===== config.mk =====
export PLATFORM = sky130hd
export DESIGN_NAME = bcd_updown_counter
export DESIGN_NICKNAME = d
export VERILOG_FILES = /design/src/rtl/bcd_updown_counter.sv
export SDC_FILE = /design/constraint.sdc
export NUM_CORES = 1
export LEC_CHECK = 0
export ABC_AREA = 1
export ABC_CLOCK_PERIOD_IN_PS = 1900
export CORE_ASPECT_RATIO = 1.25
export CORE_UTILIZATION = 50
export CTS_CLUSTER_SIZE = 25
export DETAILED_ROUTE_END_ITERATION = 16
export PLACE_DENSITY = 0.79
export SLEW_MARGIN = 20
export SYNTH_ARGS = -nofsm -noshare
export SYNTH_HDL_FRONTEND = slang
export SYNTH_SLANG_ARGS = --single-unit

===== constraint.sdc =====
create_clock -name clk -period 1.9 [get_ports clk]
set_input_delay 0.57 -clock clk [delete_from_list [all_inputs] [get_ports clk]]
set_output_delay 0.57 -clock clk [all_outputs]
set_load 0.1 [all_outputs]

===== src/rtl/bcd_updown_counter.sv =====
// Multi-digit BCD up/down counter with load, wrap or saturate boundaries.
// Outputs are registered: count, boundary pulse tc, and rejected-load pulse load_err.
module bcd_updown_counter #(
  parameter int DIGITS = 2,
  parameter int WRAP   = 1
) (
  input  logic                clk,
  input  logic                reset,
  input  logic                en,
  input  logic                up,
  input  logic                load,
  input  logic [4*DIGITS-1:0] load_val,
  output logic [4*DIGITS-1:0] count,
  output logic                tc,
  output logic                load_err
);

  localparam int W = 4 * DIGITS;

  logic [W-1:0] r_count;
  logic         r_tc;
  logic         r_load_err;

  logic [W-1:0] w_inc;
  logic [W-1:0] w_dec;
  logic         w_inc_c;
  logic         w_dec_b;
  logic         w_load_ok;
  logic [W-1:0] w_next_count;
  logic         w_next_tc;
  logic         w_next_err;

  function automatic logic is_bcd(input logic [W-1:0] v);
    logic ok;
    ok = 1'b1;
    for (int i = 0; i < DIGITS; i++) begin
      if (v[4*i +: 4] > 4'd9) begin
        ok = 1'b0;
      end else begin
        ok = ok;
      end
    end
    return ok;
  endfunction

  assign w_load_ok = is_bcd(load_val);

  // Increment ripple; w_inc_c ends up set only when every digit was 9.
  always_comb begin
    w_inc   = r_count;
    w_inc_c = 1'b1;
    for (int i = 0; i < DIGITS; i++) begin
      if (w_inc_c) begin
        if (r_count[4*i +: 4] == 4'd9) begin
          w_inc[4*i +: 4] = 4'd0;
        end else begin
          w_inc[4*i +: 4] = r_count[4*i +: 4] + 4'd1;
          w_inc_c         = 1'b0;
        end
      end else begin
        w_inc[4*i +: 4] = r_count[4*i +: 4];
      end
    end
  end

  // Decrement ripple; w_dec_b ends up set only when every digit was 0.
  always_comb begin
    w_dec   = r_count;
    w_dec_b = 1'b1;
    for (int i = 0; i < DIGITS; i++) begin
      if (w_dec_b) begin
        if (r_count[4*i +: 4] == 4'd0) begin
          w_dec[4*i +: 4] = 4'd9;
        end else begin
          w_dec[4*i +: 4] = r_count[4*i +: 4] - 4'd1;
          w_dec_b         = 1'b0;
        end
      end else begin
        w_dec[4*i +: 4] = r_count[4*i +: 4];
      end
    end
  end

  // Next state: load beats enable; a rejected load also suppresses counting.
  always_comb begin
    w_next_count = r_count;
    w_next_tc    = 1'b0;
    w_next_err   = 1'b0;
    if (load) begin
      if (w_load_ok) begin
        w_next_count = load_val;
      end else begin
        w_next_err = 1'b1;
      end
    end else if (en) begin
      if (up) begin
        w_next_tc    = w_inc_c;
        w_next_count = (w_inc_c && (WRAP == 0)) ? r_count : w_inc;
      end else begin
        w_next_tc    = w_dec_b;
        w_next_count = (w_dec_b && (WRAP == 0)) ? r_count : w_dec;
      end
    end else begin
      w_next_count = r_count;
    end
  end

  // State and output registers.
  always_ff @(posedge clk or negedge reset) begin
    if (!reset) begin
      r_count    <= '0;
      r_tc       <= 1'b0;
      r_load_err <= 1'b0;
    end else begin
      r_count    <= w_next_count;
      r_tc       <= w_next_tc;
      r_load_err <= w_next_err;
    end
  end

  assign count    = r_count;
  assign tc       = r_tc;
  assign load_err = r_load_err;

endmodule


==> impl_metrics.yaml <==
status:
  status: "finished, final reports clean"
floorplanning:
  die_h_um: 47.4
  coreArea_mm2: 0.00156
  die_area_mm2: 0.00181
  die_w_um: 38.3
  pin_count: 23
  start_util_pct: 52.7
  core.rowCount: 16
yosys:
  ys_ff_latch: 10
  syn-num-nets: 147
  postSynthAreaPerCell_um2: 6.14
  synth-seq-area-share_pct: 30.4
  synth-edff-count: 0
  syn_area_um2: 823
  yosysWarnings: 0
  synth-main-ff-cell: "dfrtp_1"
  synthCells: 134
  yosys.area.top_type_share_pct: 30.4
  yosys.area.top_type: "dfrtp_1"
  synth.distinct_cells: 20
  netlist_top_cells_area: "dfrtp_1, nand2_1, nand3_1"
  synthArstFlopShare_pct: 100
sta:
  finalSetupTns_ns: 0
  fmax_mhz: 619
  worstMarginPinSlew_ns: 0.461
  final_hold_viol_count: 0
  timing.final.crit_share_pct: 85.0
  slew_viol_final: 0
  setup_viol: 0
  holdWs_ns: 0.622
  fin_crit_ns: 1.62
  slew_headroom_pct: 69.1
  rsz0062_at_grt: "false"
  finClkSkew_ns: 0.000952
clock_tree:
  htreeDepth: 1
  clkTransAtPathRegs_ns: 0.07
  post_cts_buffers: 0
  cts_made_buffers: 3
  cts_resized: 0
  cts_tree: "done"
  cts.sinks: 10
  clkLatencyLatePin_ns: 0.26
  cts_hold_buf: 0
  cts-root-buf: "clkbuf_4"
  ctsLongestPathBuffers: 2
place:
  hpwl_um: 1760
  place_congestion: 0.791
  port_buffers: 22
detailed_routing:
  wl_um: 2210
  num_vias: 963
  drc: 0
  ant_nets: 0
  viasPerCell: 5.32
  dr.first_iter.drc_count: 46
  avgRoutedWirePerCell_um: 12.2
  dr.pass1.iters: 4
grt:
  grt_pass1_wl_um: 3370
  grt_pass1_vias: 832
  grt_usage_pct: 26.8
  gr-total-overflow: 0
  grt_max_degree: 11
  antenna_found_initial: 0
critical_path:
  cp_max_fo: 4
  critPathArrivalTime_ns: 1.77
  worstPathRequired_ns: 2.05
  endpoint_kind: "flop"
  start_kind: "input port"
  critPathKind: "in -> reg"
  path_cells: "clkdlybuf4s50_1 -> o21ai_1 -> nand3_2 -> o21ai_0 -> a21oi_2"
  cp_top_family: "compound AO/OA/AOI/OAI gates"
  crit_buf_inv: 1
  max_stage_delay_ns: 0.43
  crit_slowest_cell: "clkdlybuf4s50_1"
layout:
  antenna_cells: 0
  seqCellArea_um2: 250
  nNetsFinal: 177
  layout-drive-gt1-share_pct: 22.1
  area_growth_syn_to_layout_pct: 48.8
  multiInputGateArea_um2: 520
  fillerInstances: 114
hold_path:
  hp-class: "in -> async"
pwr:
  p_per_area_mw_per_mm2: 1160
  irDropWorstVdd_v: 0.000908
  leakagePower_nw: 0.623
  power_mw: 1.42
flow_run:
  max_cap_violations: 0
==> final cells by class <==
type,instances,share of cell area [%]
Multi-Input combinational cell,111,42.5
Sequential cell,10,20.4
Tap cell,18,1.84
Inverter,12,3.68
Clock buffer,4,2.96
Timing Repair Buffer,26,28.6
==> cells in the mapped netlist, types with 3 or more instances <==
cell type / count
nand3_1: 19
o21ai_0: 4
inv_1: 5
nor2_1: 12
o21ai_1: 4
dfrtp_1: 10
nand2_1: 55
inv_2: 7
a21oi_1: 3
==> cells by family (layout without fill, tap and decap cells) <==
| logic type | count (synthesis) | in the layout | synth area share (%) |
|---|---|---|---|
| buf+inv | 13 | 42 | 6.38 |
| flops | 10 | 10 | 30.4 |
| simple gates | 98 | 98 | 54.6 |
| compound gates | 13 | 13 | 8.66 |
==> cells in the final DEF (no fill, tap or decap), types with 3 or more instances in the layout <==
| master | instances |
|---|---|
| nand2_1 | 55 |
| buf_12 | 10 |
| dfrtp_1 | 10 |
| inv_1 | 5 |
| inv_2 | 7 |
| clkdlybuf4s50_1 | 12 |
| o21ai_1 | 4 |
| o21ai_0 | 4 |
| a21oi_1 | 3 |
| buf_4 | 4 |
| nor2_1 | 12 |
| clkbuf_4 | 3 |
| nand3_1 | 19 |
==> sequential cells by signal (all words and copies together) (netlist names) <==
signal / flops
count: 8
tc: 1
load_err: 1
==> final timing paths <==
kind / startpoint / to / depth (start not counted) / slack (ns)
worst min-delay path: reset / load_err$_DFF_PN0_ / 1 / 0.62
max in group asynchronous: reset / count[4]$_DFFE_PN0P_ / 1 / 0.97
worst max register to register: count[1]$_DFFE_PN0P_ / count[7]$_DFFE_PN0P_ / 8 / 0.57
worst min register to register: count[6]$_DFFE_PN0P_ / count[6]$_DFFE_PN0P_ / 2 / 0.65
worst max-delay path: load_val[1] / count[3]$_DFFE_PN0P_ / 5 / 0.28
min in group clk: count[6]$_DFFE_PN0P_ / count[6]$_DFFE_PN0P_ / 2 / 0.65
==> per-stage QoR <==
step	setup WS (ns)	area [µm²]	utilization (%)	instances
floorplan	0.0751	823	-	134
global placement	0.0694	1190	76.1	177
detailed placement	0.0626	1190	76.1	177
CTS	0.285	1220	78.4	181
global route	0.147	1220	78.4	181
finish	0.285	1220	78.4	181
==> report_power, final <==
part,total [mW],switching (mW),internal (mW)
clock,0.192,0.0758,0.116
sequential,0.361,0.108,0.253
combinational,0.867,0.563,0.304
==> routing by layer <==
| metal | share of wire, % | global-route usage, % |
|---|---|---|
| met3 | 3.9 | 1.42 |
| met4 | 0 | 8.57 |
| met2 | 52 | 47.1 |
| met1 | 44 | 35.0 |
| met5 | 0 | 0 |
==> worst register-to-register path, stage by stage (launching register included) <==
cell and delay (ns):
dfrtp_1 0.47, nor2_2 0.19, nand2_1 0.09, nand2_1 0.13
nand3b_4 0.09, nand2_4 0.09, inv_2 0.05, nand2_1 0.05
nand2_1 0.05
Power figures use the tool's default switching activity.
